===== src/rtl/inst_axi_rd_bridge_pkg.sv =====
// Shared definitions for the instruction-fetch AXI read bridge:
// fixed AR beat fields and the AR channel FSM state encoding.
package inst_axi_rd_bridge_pkg;

    typedef enum logic {
        AR_IDLE = 1'b0,
        AR_SEND = 1'b1
    } ar_state_e;

    localparam logic [7:0] ARLEN_SINGLE = 8'd0;
    localparam logic [1:0] ARBURST_INCR = 2'b01;

endpackage


===== src/rtl/inst_axi_rd_bridge.sv =====
// Bridges the IF stage's sram-like fetch port onto an AXI4 read master (AR/R only),
// tracking accepted-but-unreturned fetches so address and data phases can overlap.
module inst_axi_rd_bridge
    import inst_axi_rd_bridge_pkg::*;
#(
    parameter int unsigned MAX_OUTSTANDING = 2,
    parameter logic [3:0]  ARID_VAL        = 4'h0,
    parameter int unsigned CNT_W           = 2
) (
    input  logic        clk,
    input  logic        reset,

    input  logic        inst_sram_req,
    input  logic        inst_sram_wr,
    input  logic [1:0]  inst_sram_size,
    input  logic [31:0] inst_sram_addr,
    output logic        inst_sram_addr_ok,
    output logic        inst_sram_data_ok,
    output logic [31:0] inst_sram_rdata,

    output logic [3:0]  axi_arid,
    output logic [31:0] araddr,
    output logic        arvalid,
    input  logic        arready,
    output logic [7:0]  arlen,
    output logic [2:0]  arsize,
    output logic [1:0]  arburst,

    input  logic [31:0] rdata,
    input  logic        rvalid,
    output logic        rready
);

    localparam logic [CNT_W-1:0] MAX_CNT = CNT_W'(MAX_OUTSTANDING);

    ar_state_e        state_q, state_d;
    logic [CNT_W-1:0] cnt_q;
    logic [31:0]      araddr_q;
    logic [1:0]       size_q;
    logic             addr_ok;
    logic             data_ok;

    // The full check uses the registered count, so a same-cycle data_ok never frees a slot.
    always_comb begin
        // NOTE: every output of this block gets a default first, so no path can infer a latch.
        state_d = state_q;
        addr_ok = 1'b0;
        unique case (state_q)
            AR_IDLE: begin
                addr_ok = inst_sram_req & ~inst_sram_wr & (cnt_q < MAX_CNT);
                if (addr_ok) state_d = AR_SEND;
            end
            AR_SEND: begin
                if (arready) state_d = AR_IDLE;
            end
            default: state_d = AR_IDLE;
        endcase
    end

    // A response with nothing outstanding is drained silently instead of underflowing.
    assign data_ok = rvalid & (cnt_q != '0);

    always_ff @(posedge clk) begin
        // NOTE: sequential state uses non-blocking assignments so every register sees pre-edge values.
        if (reset) state_q <= AR_IDLE;
        else       state_q <= state_d;
    end

    // AR fields latch only on acceptance, which keeps them stable for the whole AR_SEND phase.
    always_ff @(posedge clk) begin
        if (reset) begin
            araddr_q <= '0;
            size_q   <= '0;
        end else if (addr_ok) begin
            araddr_q <= inst_sram_addr;
            size_q   <= inst_sram_size;
        end
    end

    always_ff @(posedge clk) begin
        if (reset) begin
            cnt_q <= '0;
        end else begin
            unique case ({addr_ok, data_ok})
                2'b10:   cnt_q <= cnt_q + CNT_W'(1);
                2'b01:   cnt_q <= cnt_q - CNT_W'(1);
                default: cnt_q <= cnt_q;
            endcase
        end
    end

    assign arvalid = (state_q == AR_SEND);
    assign araddr  = araddr_q;
    assign arsize  = {1'b0, size_q};
    assign arlen   = ARLEN_SINGLE;
    assign arburst = ARBURST_INCR;
    assign axi_arid = arvalid ? ARID_VAL : 4'h0;

    assign rready            = 1'b1;
    assign inst_sram_addr_ok = addr_ok;
    assign inst_sram_data_ok = data_ok;
    assign inst_sram_rdata   = rdata;

endmodule


===== config.mk =====
export PLATFORM = sky130hd
export DESIGN_NAME = inst_axi_rd_bridge
export DESIGN_NICKNAME = d
export VERILOG_FILES = /design/src/rtl/inst_axi_rd_bridge_pkg.sv /design/src/rtl/inst_axi_rd_bridge.sv
export SDC_FILE = /design/constraint.sdc
export NUM_CORES = 1
export LEC_CHECK = 0
export ABC_AREA = 0
export CORE_ASPECT_RATIO = 0.9
export CORE_MARGIN = 2
export CORE_UTILIZATION = 31
export DETAILED_ROUTE_END_ITERATION = 10
export GPL_ROUTABILITY_DRIVEN = 0
export PLACE_DENSITY = 0.86
export SYNTH_ARGS = -nofsm -noshare
export SYNTH_HDL_FRONTEND = slang
export SYNTH_SLANG_ARGS = --single-unit

===== constraint.sdc =====
create_clock -name clk -period 2.5 [get_ports clk]
set_input_delay 0.25 -clock clk [delete_from_list [all_inputs] [get_ports clk]]
set_output_delay 0.25 -clock clk [all_outputs]
set_load 0.05 [all_outputs]

# --- Yosys cells after proc, flatten, opt, wreduce, memory -nomap -nowiden ---
# Index checks and enable logic that the tools add are counted.
word_totals:
  regBits: 37
  inputBits: 72
  output_inout_bits: 85
  word_cells: 21
classes:
  n_addsub: 2
  order_cmp: 1
  n_eq_ne: 2
  muxes: 5
  n_bitwise: 5
  n_reduce_logical: 2
op_table:
  columns: ["operator", "count"]
  rows:
  - ["one-hot mux 2 bit (2 select lines)", 1]
  - ["nonzero test 2 bit", 2]
  - ["AND 1 bit", 3]
  - ["two-way mux 1 bit", 3]
  - ["adder 2 x 1 -> 2 bit (second input constant)", 1]
  - ["== test 2 x 1 -> 1 bit (second input constant)", 1]
  - ["== test 2 bit (second input constant)", 1]
  - ["less-than comparator 2 bit (second input constant)", 1]
  - ["NOT 1 bit", 2]
  - ["one-hot mux 1 bit (2 select lines)", 1]
  - ["subtractor 2 x 1 -> 2 bit (second input constant)", 1]

# --- Longest topological paths before layout ---
# Gate-level depths: netlist of run 1.
logic_depth:
  depth_word: 6
  ltp_mapped: 7
  ltp_nobuf: 5

# --- Least setup slack after synthesis of run 1 ---
# Ideal clock, no wire load.
synth_path:
  path_type: "register to register"
  startpoint: "reg state_q, in the netlist arvalid"
  endpoint: "reg cnt_q[1]"
  arrival_time_ns: 2.139
  path_slack_ns: 0.287
  path_stages_with_launch: 7
  path_buffers: 2
  cell_sequence: "dfxtp_1 or4b_1 buf_6 buf_2 ha_1 or3_1 a21oi_1"
synth_via:
  elab_chain_cells: 3
  elab_cells_between_ends: 5
  cone_classes: "2 x eq/ne; 2 x mux; 1 x reduce/logical"
synth_lines:
  columns: ["item", "line", "source"]
  rows:
  - ["from (decl)", "inst_axi_rd_bridge.sv:36", "ar_state_e state_q, state_d;"]
  - ["from (signal assigned)", "inst_axi_rd_bridge.sv:66", "else state_q <= state_d;"]
  - ["two-way mux 1 bit (*)", "inst_axi_rd_bridge.sv:48", "unique case (state_q)"]
  - ["== test 2 x 1 -> 1 bit or == test 2 bit (tied branches)", "inst_axi_rd_bridge.sv:84", "unique case ({addr_ok, data_ok})"]
  - ["one-hot mux 2 bit (2 select lines) or nonzero test 2 bit (tied branches)", null, null]
  - ["to (signal assigned)", "inst_axi_rd_bridge.sv:85", "2'b10: cnt_q <= cnt_q + CNT_W'(1);"]
  - ["to (signal assigned)", "inst_axi_rd_bridge.sv:86", "2'b01: cnt_q <= cnt_q - CNT_W'(1);"]
  - ["to (signal assigned)", "inst_axi_rd_bridge.sv:87", "default: cnt_q <= cnt_q;"]
  - ["to (decl)", "inst_axi_rd_bridge.sv:37", "logic [CNT_W-1:0] cnt_q;"]
# Mark *: on every way between the ends. The rest lies on a longest branch, timed or not.
# A chain may end at the register's enable or synchronous reset.

# --- Final worst setup path of run 1 ---
layout_path:
  startpoint: "in inst_sram_req"
  endpoint: "out inst_sram_addr_ok"
layout_via:
  elab_chain_cells: 3
layout_lines:
  columns: ["item", "line", "source"]
  rows:
  - ["from (decl)", "inst_axi_rd_bridge.sv:13", "input logic inst_sram_req,"]
  - ["AND 1 bit (2 in a row)", "inst_axi_rd_bridge.sv:50", "addr_ok = inst_sram_req & ~inst_sram_wr & (cnt_q < MAX_CNT);"]
  - ["two-way mux 1 bit", "inst_axi_rd_bridge.sv:48", null]
  - ["to (decl)", "inst_axi_rd_bridge.sv:17", "output logic inst_sram_addr_ok,"]
# Every way passes these cells.

==> results.yml, run 1 <==
clocking:
  cts.sinks: 37
  cts_made_buffers: 5
  ctsResizeCount: 0
  cts_root_buf: "clkbuf_8"
  clk_latency_ns: 0.28
  cts_tree: "built"
  cts.hold.buffers_added: 0
  cts_setup_buffers: 0
  clk_pin_slew_ns: 0.07
  clk_path_buf_depth: 2
  htree_levels: 2
synthesis:
  synth_warnings: 0
  synthCells: 212
  ys_types: 20
  syn_avg_cell_area_um2: 8.37
  ys_seq_area_share_pct: 41.7
  synth.area.top_cells: "dfxtp_1 42%, buf_4 20%, nand2_1 14%"
  syn-cell-area_mm2: 0.00177
  yosys.area.top_type_share_pct: 41.7
  synth_seq_cells: 37
  synth_area_leader_cell: "dfxtp_1"
floorplanning:
  io_pins: 157
  start_util_pct: 31.7
  die_x_um: 83.7
  die-height_um: 75.8
  fp.dieArea_mm2: 0.00635
  placementRows: 26
  coreArea_mm2: 0.00560
sta:
  timing.setup.tns_ns: 0
  clock_skew_ns: 0.00696
  tightest_slew_ns: 0.845
  timing.hold.ws_ns: 0.455
  slew_violations: 0
  setup_viol: 0
  fmax_mhz: 484
  max_slew_margin_pct: 43.7
  setup_ws_ns: 0.434
  rsz0062_at_grt: "no"
  hold_viol: 0
  timing.final.crit_share_pct: 82.6
  period_needed_ns: 2.07
run:
  maxCapViolCount: 0
pwr:
  power_density_mw_per_mm2: 758
  leakage_nw: 0.849
  irDropWorstVdd_mv: 0.371
routing:
  wl_per_cell_um: 11.3
  drtPass1Iterations: 4
  drt_iter0_markers: 45
  detail-route-antenna-nets: 0
  totalWireLength_um: 3630
  drt-vias-per-instance: 4.29
  drc_errors: 0
  via_count: 1386
critical_path:
  cpMaxStageDelayCell: "or4b_1"
  cp_cell_sequence: "clkdlybuf4s50_1, or4b_1, buf_4, inv_8, buf_12"
  cp-start-kind: "input port"
  crit_path_max_fanout: 35
  worst-setup-path-type: "input port to output pin"
  arrival_ns: 1.82
  end_kind: "output pin"
  max_stage_delay_ns: 0.49
  cp.required_ns: 2.25
global_route:
  grt_pass1_wl_um: 5670
  grt_use_total_pct: 11.2
  grt_start_max_net_pins: 38
  first_global_vias: 1270
  grt_overflow: 0
  antenna_found_initial: 0
layout:
  multi_input_area_um2: 628
  regArea_um2: 741
  drive_gt1_share_pct: 11.5
  syn_to_final_growth_pct: 33.3
  insertedDiodeCount: 0
  finalNonFillerCells: 323
  nFillCells: 552
  nNetsFinal: 325
outcome:
  status: "finished, final reports clean"
place:
  dp_hpwl_um: 2620
  dp_cells: 315
  portBuffers: 76
  dpl_worst_slack_ns: 0.388
hold_path:
  hp-class: "flip-flop to flip-flop"
cell type report:
class,instances,area share [%]
Clock buffer,7,3.65
Clock inverter,1,1.27
Tap cell,70,3.70
Inverter,1,0.476
Timing Repair Buffer,78,33.0
Sequential cell,37,31.3
Multi-Input combinational cell,129,26.6
registers in the layout (all words and copies together) (netlist names):
register  cells
araddr       32
cnt_q         2
size_q        2
arvalid       1
cells in the final DEF, fill, tap and decap left out:
cell type | Yosys | final
bufinv_16 | 0 | 1
buf_2 | 3 | 1
o21a_1 | 1 | 1
nand2b_1 | 1 | 1
dfxtp_1 | 37 | 37
a21oi_1 | 19 | 19
a21oi_2 | 17 | 17
clkbuf_1 | 4 | 1
clkdlybuf4s50_1 | 0 | 74
or3_1 | 1 | 1
clkbuf_8 | 0 | 6
o21ai_0 | 1 | 1
xnor2_1 | 1 | 1
xor2_1 | 1 | 1
conb_1 | 2 | 16
nand2_1 | 68 | 68
inv_8 | 1 | 1
buf_12 | 0 | 1
or4b_1 | 1 | 1
ha_1 | 1 | 1
buf_4 | 48 | 2
nor2_1 | 1 | 1
per-layer routing:
layer	GRT usage [%]	wire length (µm)	up-vias
li1	-	-	683
met1	12.8	1570	630
met2	18.6	1690	69
met3	5.42	369	4
met4	3.94	11	0
met5	0	0	-
power breakdown:
group          leakage (nW)  internal (mW)  switching, mW
clock network        0.0585          0.325          0.202
logic                 0.489          0.209          0.376
registers             0.302          0.646         0.0352
Yosys cell counts:
library cell	instances
a21oi_1	19
a21oi_2	17
buf_2	3
buf_4	48
buf_6	1
buf_8	3
clkbuf_1	4
conb_1	2
dfxtp_1	37
ha_1	1
inv_8	1
nand2_1	68
nand2b_1	1
nor2_1	1
o21a_1	1
o21ai_0	1
or3_1	1
or4b_1	1
xnor2_1	1
xor2_1	1
critical path, delay by kind of cell:
family	cells	cell delay [ns]
simple gates	1	0.49
buf+inv	4	1.06
metrics by stage:
step / instance area [µm²] / total power [mW] / utilization (%)
after CTS: 2360 / 1.82 / 42.3
after global placement: 2250 / 1.27 / 40.2
after floorplan: 1830 / 1.26 / -
after global routing: 2360 / 1.90 / 42.3
after detailed placement: 2250 / 1.28 / 40.2
final: 2360 / 1.79 / 42.3
cells by family after synthesis:
kind of cell               after synthesis  synth area share (%)
adders and majority gates                1                 0.705
AOI/OAI and AO/OA                       38                  14.5
other                                    2                 0.423
and+or+nand+nor                         72                  15.9
xor gates and xnor gates                 2                 0.987
DFF                                     37                  41.7
buffers and inverters                   60                  25.8
path summary, 6_finish.rpt:
kind            startpoint                 to  slack, ns  cells past startpoint
max reg2reg       cnt_q[1]           cnt_q[1]       0.68                      4
min              araddr[5]          araddr[5]       0.46                      2
min reg2reg      araddr[5]          araddr[5]       0.46                      2
max          inst_sram_req  inst_sram_addr_ok       0.43                      5
No activity file was read; power rests on OpenSTA's default activity.
==> inputs of run 2 (changes only) <==
--- a/config.mk
+++ b/config.mk
@@ -8,10 +8,10 @@
 export ABC_AREA = 0
 export CORE_ASPECT_RATIO = 0.9
 export CORE_MARGIN = 2
-export CORE_UTILIZATION = 31
+export CORE_UTILIZATION = 28
 export DETAILED_ROUTE_END_ITERATION = 10
 export GPL_ROUTABILITY_DRIVEN = 0
-export PLACE_DENSITY = 0.86
+export PLACE_DENSITY = 0.82
 export SYNTH_ARGS = -nofsm -noshare
 export SYNTH_HDL_FRONTEND = slang
 export SYNTH_SLANG_ARGS = --single-unit
==> constraint.sdc (replaced) <==
create_clock -name clk -period 1.9 [get_ports clk]
set_input_delay 0.19 -clock clk [delete_from_list [all_inputs] [get_ports clk]]
set_output_delay 0.19 -clock clk [all_outputs]
set_load 0.05 [all_outputs]
==> run 2 against run 1 <==
- count of clock-buffer cells in the layout fell by 1
- routed wire length is 4.6% higher
- critical endpoint unchanged
- sequential power grew 32%
- register-to-register slack worse by 0.53 ns
- total power rose by 27%
==> results.yml, run 2 (synthesis gave the netlist of run 1 again) <==
outcome:
  status: "finished, final reports clean"
critical_path:
  end_kind: "output pin"
  cp.required_ns: 1.71
  arrival_ns: 1.65
  timing.rr.end: "cnt_q[1]"
  cp.buffers_inverters: 3
  cp_cell_sequence: "or4b_1, buf_4, inv_8, buf_12"
  crit_family: "simple AND/OR/NAND/NOR gates"
  crit_path_max_fanout: 7
  cp-start-kind: "flip-flop"
  max_stage_delay_ns: 0.60
  ff2ff_setup_slack_ns: 0.15
  timing.rr.start: "cnt_q[1]"
  cpMaxStageDelayCell: "or4b_1"
  worst-setup-path-type: "flip-flop to output pin"
  worst_r2r_path_depth: 5
clocking:
  clk_pin_slew_ns: 0.07
  ctsResizeCount: 0
  cts_made_buffers: 5
  cts_root_buf: "clkbuf_8"
  clk_path_buf_depth: 2
  htree_levels: 2
  cts.hold.buffers_added: 0
  cts_tree: "built"
  cts.sinks: 37
  clk_latency_ns: 0.28
  cts_setup_buffers: 0
pwr:
  power_density_mw_per_mm2: 930
  leakage_nw: 0.878
  total_power_mw: 2.28
  irDropWorstVdd_mv: 0.350
floorplanning:
  placementRows: 27
  fp.dieArea_mm2: 0.00699
  coreArea_mm2: 0.00611
  io_pins: 157
  start_util_pct: 29.0
  die_x_um: 87.9
  die-height_um: 79.5
routing:
  drt-vias-per-instance: 4.01
  wl_per_cell_um: 11.0
  via_count: 1383
  drtPass1Iterations: 4
  totalWireLength_um: 3800
  detail-route-antenna-nets: 0
  drt_iter0_markers: 21
  drc_errors: 0
place:
  dp_hpwl_um: 2680
  placed_cell_area_mm2: 0.00237
  portBuffers: 76
layout:
  final_cell_area_mm2: 0.00245
  nFillCells: 611
  final_util_pct: 40.1
  largest_reg_flops: 32
  syn_to_final_growth_pct: 38.3
  drive_gt1_share_pct: 14.3
  insertedDiodeCount: 0
  nNetsFinal: 330
  final_cell_mix: "73 x clkdlybuf4s50_1, 68 x nand2_1, 36 x dfxtp_1"
  mostFrequentLayoutCell: "clkdlybuf4s50_1"
global_route:
  grt_use_total_pct: 10.9
  grt_start_max_net_pins: 37
  first_global_vias: 1331
  antenna_found_initial: 0
  grt_pass1_wl_um: 6040
  grt_overflow: 0
sta:
  fmax_mhz: 544
  timing.final.crit_share_pct: 96.8
  max_slew_margin_pct: 65.6
  timing.setup.tns_ns: 0
  setup_viol: 0
  slew_violations: 0
  hold_viol: 0
  clock_skew_ns: 0.00676
  tightest_slew_ns: 0.515
  rsz0062_at_grt: "no"
  period_needed_ns: 1.84
  timing.hold.ws_ns: 0.109
run:
  maxCapViolCount: 0
hold_path:
  min-delay-start: "reset"
  whs_endpoint: "araddr[9]"
  worstHoldPathCells: 2
  hp-class: "input port to flip-flop"
## run 2: cell types whose count changed in the layout (fill, tap and decap cells not counted), sizes merged
cell           previous run  this run
buf                       4        10
bufinv                    1         0
clkdlybuf4s50            74        73
clkinv                    0         2
clkbuf                    7         6
## run 2: layout make-up
class                   instances  area [µm²]  area share [%]
repair buffers                 83         866            35.3
clock inverters                 2        10.0           0.408
multi-input cells             129         641            26.1
inverters                       1        11.3           0.459
clock buffers                   6        72.6            2.96
well taps                      87         109            4.44
flip-flops and latches         37         744            30.3
## run 2: worst max-delay path by stage
stage | startpoint | slack (ns) | to | depth (start not counted)
global placement | inst_sram_wr | -0.06 | cnt_q[1] | 6
global route | cnt_q[1] | 0.005 | inst_sram_addr_ok | 4
detailed placement | inst_sram_wr | -0.08 | cnt_q[1] | 6
finish | cnt_q[1] | 0.06 | inst_sram_addr_ok | 4
floorplan | arvalid | -0.0003 | cnt_q[1] | 7
CTS | cnt_q[1] | 0.04 | inst_sram_addr_ok | 4
## run 2: worst reg2reg max path, delay by kind of cell, from the launching register on
family,cells,cell delay (ns)
xor gates and xnor gates,1,0.12
and+or+nand+nor,2,0.91
adders and majority gates,1,0.20
AOI/OAI and AO/OA,1,0.12
DFF,1,0.34
## run 2: report_power, final
group / internal (mW) / switching, mW / total, mW / leakage [nW]
sequential: 0.850 / 0.0462 / 0.896 / 0.303
clock: 0.254 / 0.275 / 0.529 / 0.0450
combinational: 0.340 / 0.517 / 0.857 / 0.530
## run 2: through the flow
step / std cells / setup slack [ns]
2_1_floorplan: 226 / -0.000301
3_3_place_gp: 337 / -0.0626
3_5_place_dp: 337 / -0.0804
4_1_cts: 345 / 0.0360
5_1_grt: 345 / 0.00452
6_report: 345 / 0.0609
## run 2: per-layer routing
layer / track usage (%) / vias up / wire (µm)
li1: - / 690 / -
met1: 12.6 / 622 / 1680
met2: 18.3 / 67 / 1760
met3: 4.34 / 4 / 332
met4: 3.38 / 0 / 31
met5: 0 / - / 0
